`config.mk`:
```
export PLATFORM = sky130hd
export DESIGN_NAME = an_decoder
export DESIGN_NICKNAME = d
export VERILOG_FILES = /design/src/rtl/an_decoder.sv
export SDC_FILE = /design/constraint.sdc
export NUM_CORES = 1
export LEC_CHECK = 0
export ABC_AREA = 0
export CAP_MARGIN = 20
export CORE_MARGIN = 3
export CORE_UTILIZATION = 25
export DETAILED_ROUTE_END_ITERATION = 8
export SLEW_MARGIN = 20
export SYNTH_ARGS = -nofsm -noshare
export SYNTH_HDL_FRONTEND = slang
export SYNTH_SLANG_ARGS = --single-unit
```
`constraint.sdc`:
```
create_clock -name clk -period 14.7 [get_ports clk]
set_input_delay 4.41 -clock clk [delete_from_list [all_inputs] [get_ports clk]]
set_output_delay 4.41 -clock clk [all_outputs]
set_load 0.01 [all_outputs]
```
`src/rtl/an_decoder.sv`:
```
// an_decoder: single-error-correcting decoder for AN arithmetic codes, A = 47.
// A 23-bit received codeword is reduced mod 47. The residue identifies which
// bit (if any) flipped and in which direction. The codeword is corrected and
// then divided by 47 to give the 17-bit data word.
//
// Ports:
//   clk           rising-edge clock
//   rst_n         asynchronous active-low reset, clears every register
//   in_valid      ane is sampled when high
//   ane[22:0]     received codeword
//   out_valid     nc and flags are valid this cycle
//   nc[16:0]      decoded data word (0 when uncorrectable)
//   corrected     a single-bit error was corrected
//   err_bit[4:0]  position of the corrected bit, 0 when none
//   uncorrectable corrected value is out of range
//
// Pipeline: ane is captured at edge k. R = ane mod 47 is registered at edge
// k+1. The lookup, correction, range check and divide are registered at edge
// k+2. The pipeline accepts one word per cycle and has no backpressure.
module an_decoder (
  input  logic        clk,
  input  logic        rst_n,
  input  logic        in_valid,
  input  logic [22:0] ane,
  output logic        out_valid,
  output logic [16:0] nc,
  output logic        corrected,
  output logic [4:0]  err_bit,
  output logic        uncorrectable
);

  // Largest corrected value whose quotient still fits in 17 bits (47*131071).
  localparam logic [24:0] C_MAX = 25'd6160337;

  // floor(x/47) for x < 2^24: multiply by ceil(2^30/47), then keep the top bits.
  // The rounding error is 13/47 * 2^-30 per unit of x. That is small enough to
  // give exact results for every x below 2^26.
  function automatic logic [18:0] div47(input logic [23:0] x);
    logic [48:0] prod;
    prod = {25'd0, x} * {24'd0, 25'd22845571};
    return prod[48:30];
  endfunction

  // Syndrome ROM: residue -> {hit, add, bit}. "add" means the bit was lost
  // (1->0), so 2^bit is added back. Otherwise 2^bit is subtracted.
  function automatic logic [6:0] syn_lookup(input logic [5:0] r);
    logic [6:0] e;
    case (r)
      6'd1:    e = {2'b10, 5'd0};
      6'd2:    e = {2'b10, 5'd1};
      6'd3:    e = {2'b10, 5'd19};
      6'd4:    e = {2'b10, 5'd2};
      6'd5:    e = {2'b11, 5'd9};
      6'd6:    e = {2'b10, 5'd20};
      6'd7:    e = {2'b10, 5'd12};
      6'd8:    e = {2'b10, 5'd3};
      6'd9:    e = {2'b10, 5'd15};
      6'd10:   e = {2'b11, 5'd10};
      6'd11:   e = {2'b11, 5'd17};
      6'd12:   e = {2'b10, 5'd21};
      6'd13:   e = {2'b11, 5'd7};
      6'd14:   e = {2'b10, 5'd13};
      6'd15:   e = {2'b11, 5'd5};
      6'd16:   e = {2'b10, 5'd4};
      6'd17:   e = {2'b10, 5'd6};
      6'd18:   e = {2'b10, 5'd16};
      6'd19:   e = {2'b11, 5'd14};
      6'd20:   e = {2'b11, 5'd11};
      6'd21:   e = {2'b10, 5'd8};
      6'd22:   e = {2'b11, 5'd18};
      6'd23:   e = {2'b11, 5'd22};
      6'd24:   e = {2'b10, 5'd22};
      6'd25:   e = {2'b10, 5'd18};
      6'd26:   e = {2'b11, 5'd8};
      6'd27:   e = {2'b10, 5'd11};
      6'd28:   e = {2'b10, 5'd14};
      6'd29:   e = {2'b11, 5'd16};
      6'd30:   e = {2'b11, 5'd6};
      6'd31:   e = {2'b11, 5'd4};
      6'd32:   e = {2'b10, 5'd5};
      6'd33:   e = {2'b11, 5'd13};
      6'd34:   e = {2'b10, 5'd7};
      6'd35:   e = {2'b11, 5'd21};
      6'd36:   e = {2'b10, 5'd17};
      6'd37:   e = {2'b10, 5'd10};
      6'd38:   e = {2'b11, 5'd15};
      6'd39:   e = {2'b11, 5'd3};
      6'd40:   e = {2'b11, 5'd12};
      6'd41:   e = {2'b11, 5'd20};
      6'd42:   e = {2'b10, 5'd9};
      6'd43:   e = {2'b11, 5'd2};
      6'd44:   e = {2'b11, 5'd19};
      6'd45:   e = {2'b11, 5'd1};
      6'd46:   e = {2'b11, 5'd0};
      default: e = 7'd0;
    endcase
    return e;
  endfunction

  logic        v0_r, v1_r;
  logic [22:0] ane0_r, ane1_r;
  logic [5:0]  rem1_r;

  logic [18:0] q0_s;
  logic [23:0] rem0_s;
  logic [6:0]  entry_s;
  logic [24:0] pow_s;
  logic [24:0] c_s;
  logic        unc_s;
  logic [18:0] quot_s;
  logic [16:0] nc_s;

  logic        out_valid_r, corrected_r, uncorrectable_r;
  logic [16:0] nc_r;
  logic [4:0]  err_bit_r;

  // Residue of the captured codeword: ane - 47*floor(ane/47).
  always_comb begin
    q0_s   = div47({1'b0, ane0_r});
    rem0_s = {1'b0, ane0_r} - ({5'd0, q0_s} * 24'd47);
  end

  // Correction, range check and divide on the registered word and syndrome.
  // c_s uses 25 bits, so an underflow shows up as bit 24 set.
  always_comb begin
    entry_s = syn_lookup(rem1_r);
    pow_s   = 25'd1 << entry_s[4:0];
    c_s     = {2'b00, ane1_r};
    unc_s   = 1'b0;
    nc_s    = 17'd0;
    if (!entry_s[6]) begin
      c_s = {2'b00, ane1_r};
    end else if (entry_s[5]) begin
      c_s = {2'b00, ane1_r} + pow_s;
    end else begin
      c_s = {2'b00, ane1_r} - pow_s;
    end
    if (c_s[24]) begin
      unc_s = 1'b1;
    end else if (c_s > C_MAX) begin
      unc_s = 1'b1;
    end else begin
      unc_s = 1'b0;
    end
    quot_s = div47(c_s[23:0]);
    if (unc_s) begin
      nc_s = 17'd0;
    end else begin
      nc_s = quot_s[16:0];
    end
  end

  // Input capture and syndrome stage registers.
  always_ff @(posedge clk or negedge rst_n) begin
    if (!rst_n) begin
      v0_r   <= 1'b0;
      ane0_r <= 23'd0;
      v1_r   <= 1'b0;
      ane1_r <= 23'd0;
      rem1_r <= 6'd0;
    end else begin
      v0_r   <= in_valid;
      ane0_r <= in_valid ? ane : ane0_r;
      v1_r   <= v0_r;
      ane1_r <= v0_r ? ane0_r : ane1_r;
      rem1_r <= v0_r ? rem0_s[5:0] : rem1_r;
    end
  end

  // Output registers. Data holds its last value across idle cycles.
  always_ff @(posedge clk or negedge rst_n) begin
    if (!rst_n) begin
      out_valid_r     <= 1'b0;
      nc_r            <= 17'd0;
      corrected_r     <= 1'b0;
      err_bit_r       <= 5'd0;
      uncorrectable_r <= 1'b0;
    end else begin
      out_valid_r <= v1_r;
      if (v1_r) begin
        nc_r            <= nc_s;
        corrected_r     <= entry_s[6];
        err_bit_r       <= entry_s[4:0];
        uncorrectable_r <= unc_s;
      end
    end
  end

  assign out_valid     = out_valid_r;
  assign nc            = nc_r;
  assign corrected     = corrected_r;
  assign err_bit       = err_bit_r;
  assign uncorrectable = uncorrectable_r;

endmodule

```
After elaboration in Yosys (flattened, before gate mapping)
Memories as Yosys holds them, arrays and structs flattened.
Cells that the tools add are included.
W data, S select, Z words.

storage, ports and cells
  register bits after elaboration = 79
  memory bits (read-only) = 448
  input bits = 26
  output and inout bits = 25
  word-level logic and storage cells = 24
  memories = 1

cells by class
  $add $sub $neg = 3
  $mul = 3
  order comparisons = 1
  shifts and indexed selects = 1
  mux-type cells = 5

memories
  memory           depth  bits a word  read ports  clocked after memory_dff  wr ports  RTL line  source
  (no name shown)  64     7            1           0                         0         48        case (r)

operators with widths
  operator                  number
  $mux W25                  2
  $mul A23 B25 Y48 const B  1
  $mul A24 B25 Y47 const B  1
  $add A23 B25 Y25          1
  $gt A25 B23 Y1 const B    1
  $shl A1 B5 Y25 const A    1
  $sub A23 B25 Y25          1
  $mul A18 B6 Y6 const B    1
  $mux W17                  1
  $sub A6 B6 Y6             1
  $mux W1                   2

Longest topological paths before layout
An unclocked memory read counts as a cell.

  word-level depth = 9
  gate-level depth with buffers = 49
  mapped depth without buffers = 47

Least setup slack after synthesis
OpenSTA, ideal clock, no wires.

  path kind = reg-to-reg
  start point = register rem1_r[1]
  end point = register nc_r[15] (netlist: nc[15])
  setup time = 0.138 ns
  data arrival time = 10.746 ns
  data required time = 14.562 ns
  setup slack = 3.816 ns
  stages on the path, launching flop included = 45
  buffers on the path = 2
  period minus slack after synthesis = 10.884 ns
  cell sequence = dfrtp_1 > clkbuf_1 > inv_1 > ha_1 > mux2i_1 > nor2_1 > a2111oi_2 > o32ai_4 > nor2_2 > and3_1 > inv_1 > ha_1 > clkbuf_1 > o21a_1 > a21oi_1 > o21ai_0 > o2bb2ai_1 > ha_1 > (+9 left out) > inv_1 > fa_1 > fa_1 > fa_1 > inv_1 > fa_1 > fa_1 > ha_1 > nand3_1 > nor3_1 > o221ai_1 > a41o_1 > o21ai_0 > a31o_2 > a21oi_1 > o41ai_1 > xnor2_1 > o22ai_2

on the way
  word-level cells in the longest chain between the ends = 9
  elaborated cells between the ends (all ways) = 11
  classes of those cells = add/sub: 2; mul: 1; order compare: 1; shift: 1; mux: 5; memory: 1

RTL lines
  item                                                      RTL line  source
  start: declaration                                        102       logic [5:0] rem1_r;
  start signal: assignment                                  166       rem1_r <= v0_r ? rem0_s[5:0] : rem1_r;
  $mem_v2 Z64 W7 (*)                                        n/a
  $shl A1 B5 Y25                                            127       pow_s = 25'd1 << entry_s[4:0];
  $sub A23 B25 Y25 or $add A23 B25 Y25 (tied branches)      136, 134
  $mux W25                                                  133       end else if (entry_s[5]) begin
  $mux W25 (*)                                              131       if (!entry_s[6]) begin
  branches (longest 3 deep; another with $mul A24 B25 Y47)  n/a
  $mux W17 (*)                                              146       if (unc_s) begin
  end signal: assignment                                    181       nc_r <= nc_s;
  end: declaration                                          114       logic [16:0] nc_r;

Every way passes the cells marked *.
A chain may end at the register's enable or synchronous reset.

Worst setup path after layout
  start point = register rem1_r[0]
  end point = register nc_r[9] (netlist: nc[9])

The elaborated chain is that of the path after synthesis.

==> out/metrics.cfg <==
[run_status]
outcome=finished, final reports clean

[logic_synthesis]
syn_nets=3072
synth_edf_count=0
synth-simple-area-share=0.0620
synthArstFlopShare=1.00
yosys-top-cells-area=ha_1, fa_1, inv_1
ys_types=87
synth_fa_ha_area_frac=0.575
seq_area_frac_synth=0.0915
synth_mux_area_frac=0.0273
syn_area_per_cell_um2=9.65
synth_top_family_by_area=adder cells
synth_top_area_cell=ha_1
syn-instance-count=2239
synth_compound_area_frac=0.104
ys_ff_latch=79
synth_xor_area_frac=0.0286
syn-cell-area_um2=21600
synth_ff_type=dfrtp_1
yosysWarnings=0
yosys.area.top_type_share=0.288

[setup_path]
r2r_slack_ns=2.44
startpoint_type=flip-flop
crit_arrival_ns=12.48
slowest_stage=dfrtp_1
r2r_end=nc[9]$_DFFE_PN0P_
endpoint=nc[9]$_DFFE_PN0P_
critical_path.max_fanout=12
required_ns=14.92
r2r-start=rem1_r[0]$_DFFE_PN0P_
crit_start=rem1_r[0]$_DFFE_PN0P_
critical_path.endpoint_type=flip-flop
rr_worst_depth=44
crit_path_frequent_cell=ha_1
path_class=reg2reg
critPathMaxStageDelay_ns=0.62

[die]
initial_core_util=0.253
die_y_um=300
io_pins=51
die_w_um=300
die_area_um2=90000
core_um2=85400
placementRows=107

[clock_network]
clk_pin_slew_ns=0.07
cts_buffers=9
cts_resized=0
htree_levels=3
clock_latency_ns=0.38
ctsHoldBuffers=0
tritoncts=built
cts_sinks=79
cts_setup_buffers=0
clk_path_buf_depth=2
root_buffer=clkbuf_16

[timing]
setup_violations=0
rsz0062_at_grt=no
final_hold_viol_count=0
period_share=0.834
drv_slew=0
fin_worst_skew_ns=0.00786
slew_headroom=0.411
worst_slack_ns=2.44
min_period_ns=12.26
tightest_slew_ns=0.876
clock.fmax_mhz=81.6
finalSetupTns_ns=0

[layout]
fillerInstances=9198
fin_cells=3428
regArea_um2=1980
fin_util=0.279
multiInputGateArea_um2=17200
antenna_cells=0
layout-drive-gt1-share=0.0539
syn_to_final_growth_pct=10.3
nets=3112

[placement]
place_inst=3412
gp_routability_congestion=0.909
pre_cts_slack_ns=2.72
portBuffers=50
place_hpwl_mm=46.4

[drt]
drt-wirelength-per-cell_um=15.7
vias=15000
totalWireLength_mm=54.0
vias_per_cell=4.38
drc=0
drt_iter0_drc=749
postRouteAntennaNets=0
firstDrtPassIters=5

[flow_run]
cap_violations=0

[global_routing]
grt_pass1_vias=16100
antenna_found_initial=0
grt_max_degree=61
globalRoute.totalOverflow=0
grt_first_pass_wirelength_mm=87.9
track_usage=0.125

[min_path]
hold_class=reg2reg

-- per-stage QoR --
step	hold slack, ns	cell area, µm²
finish	0.482	23800
CTS	0.488	23800
detailed placement	0.473	23500
global route	0.499	23800
floorplan	0.352	21600
global placement	0.461	23500
-- per-layer routing --
metal,vias up,GRT usage,wire length (µm)
met5,-,0,0
met4,0,0.0355,1370
met3,61,0.0167,1790
met2,230,0.218,26200
met1,7400,0.160,24600
li1,7332,-,-
-- how the worst min path moves through the flow --
stage / from / to / slack [ns] / depth (start not counted)
global placement: uncorrectable$_DFFE_PN0P_ / uncorrectable$_DFFE_PN0P_ / 0.46 / 1
floorplan: v1_r$_DFF_PN0_ / out_valid$_DFF_PN0_ / 0.35 / 0
finish: uncorrectable$_DFFE_PN0P_ / uncorrectable$_DFFE_PN0P_ / 0.48 / 1
detailed placement: uncorrectable$_DFFE_PN0P_ / uncorrectable$_DFFE_PN0P_ / 0.47 / 1
CTS: uncorrectable$_DFFE_PN0P_ / uncorrectable$_DFFE_PN0P_ / 0.49 / 1
global route: uncorrectable$_DFFE_PN0P_ / uncorrectable$_DFFE_PN0P_ / 0.50 / 1
-- layout by cell type (no fill, tap or decap), types with 9 or more instances in the layout --
| cell | instances |
|---|---|
| o22ai_1 | 10 |
| nor2_1 | 70 |
| nand2b_1 | 11 |
| clkbuf_16 | 9 |
| o21a_1 | 16 |
| ha_1 | 498 |
| o21ai_0 | 71 |
| o22ai_2 | 10 |
| nor3_1 | 18 |
| a21o_1 | 13 |
| nand4_1 | 13 |
| inv_1 | 593 |
| xor2_1 | 20 |
| fa_1 | 309 |
| mux2_2 | 42 |
| a211oi_1 | 15 |
| dfrtp_1 | 78 |
| and3_1 | 11 |
| clkdlybuf4s50_1 | 49 |
| xnor2_1 | 48 |
| buf_4 | 18 |
| nand2_1 | 98 |
| o211ai_1 | 13 |
| a21oi_1 | 67 |
| a31oi_1 | 14 |
| nand3_1 | 22 |
-- worst max-delay path, delay by kind of cell, from the launching register on --
family / cells / cell delay, ns
simple gates: 6 / 1.52
xor+xnor: 2 / 0.47
compound gates: 19 / 4.56
flops: 1 / 0.62
fa+ha+maj: 11 / 4.19
buf+inv: 5 / 0.54
mux: 1 / 0.16
-- layout make-up --
class / count / share of cell area
Sequential cell: 79 / 0.0830
Clock inverter: 7 / 0.00467
Inverter: 595 / 0.0937
Timing Repair Buffer: 67 / 0.0263
Tap cell: 1144 / 0.0601
Multi-Input combinational cell: 1527 / 0.723
Clock buffer: 9 / 0.00945
-- registers in the layout (all words and copies together) (netlist names) --
| signal | flops |
|---|---|
| ane1_r | 23 |
| err_bit | 5 |
| ane0_r | 23 |
| v1_r | 1 |
| uncorrectable | 1 |
| out_valid | 1 |
| nc | 17 |
| rem1_r | 6 |
| corrected | 1 |
| v0_r | 1 |
-- cell usage after synthesis (all sizes together) (14+ instances only) --
| cell type | instances |
|---|---|
| inv | 595 |
| ha | 498 |
| fa | 309 |
| nand2 | 100 |
| dfrtp | 79 |
| nor2 | 71 |
| o21ai | 71 |
| a21oi | 67 |
| xnor2 | 48 |
| mux2 | 43 |
| clkbuf | 27 |
| nand3 | 22 |
| o22ai | 20 |
| xor2 | 20 |
| nor3 | 19 |
| a211oi | 16 |
| o21a | 16 |
| a31oi | 14 |
-- kinds of logic (layout without fill, tap and decap cells) --
| kind of cell | count (synthesis) | in the layout |
|---|---|---|
| fa+ha+maj | 807 | 807 |
| xor+xnor | 69 | 69 |
| compound gates | 313 | 313 |
| simple gates | 286 | 286 |
| flops | 79 | 79 |
| mux | 52 | 52 |
| buf+inv | 633 | 678 |
Power is left out: the tool's default activity adds up to more than one toggle a clock period on the data nets, which glitch-free logic cannot reach.
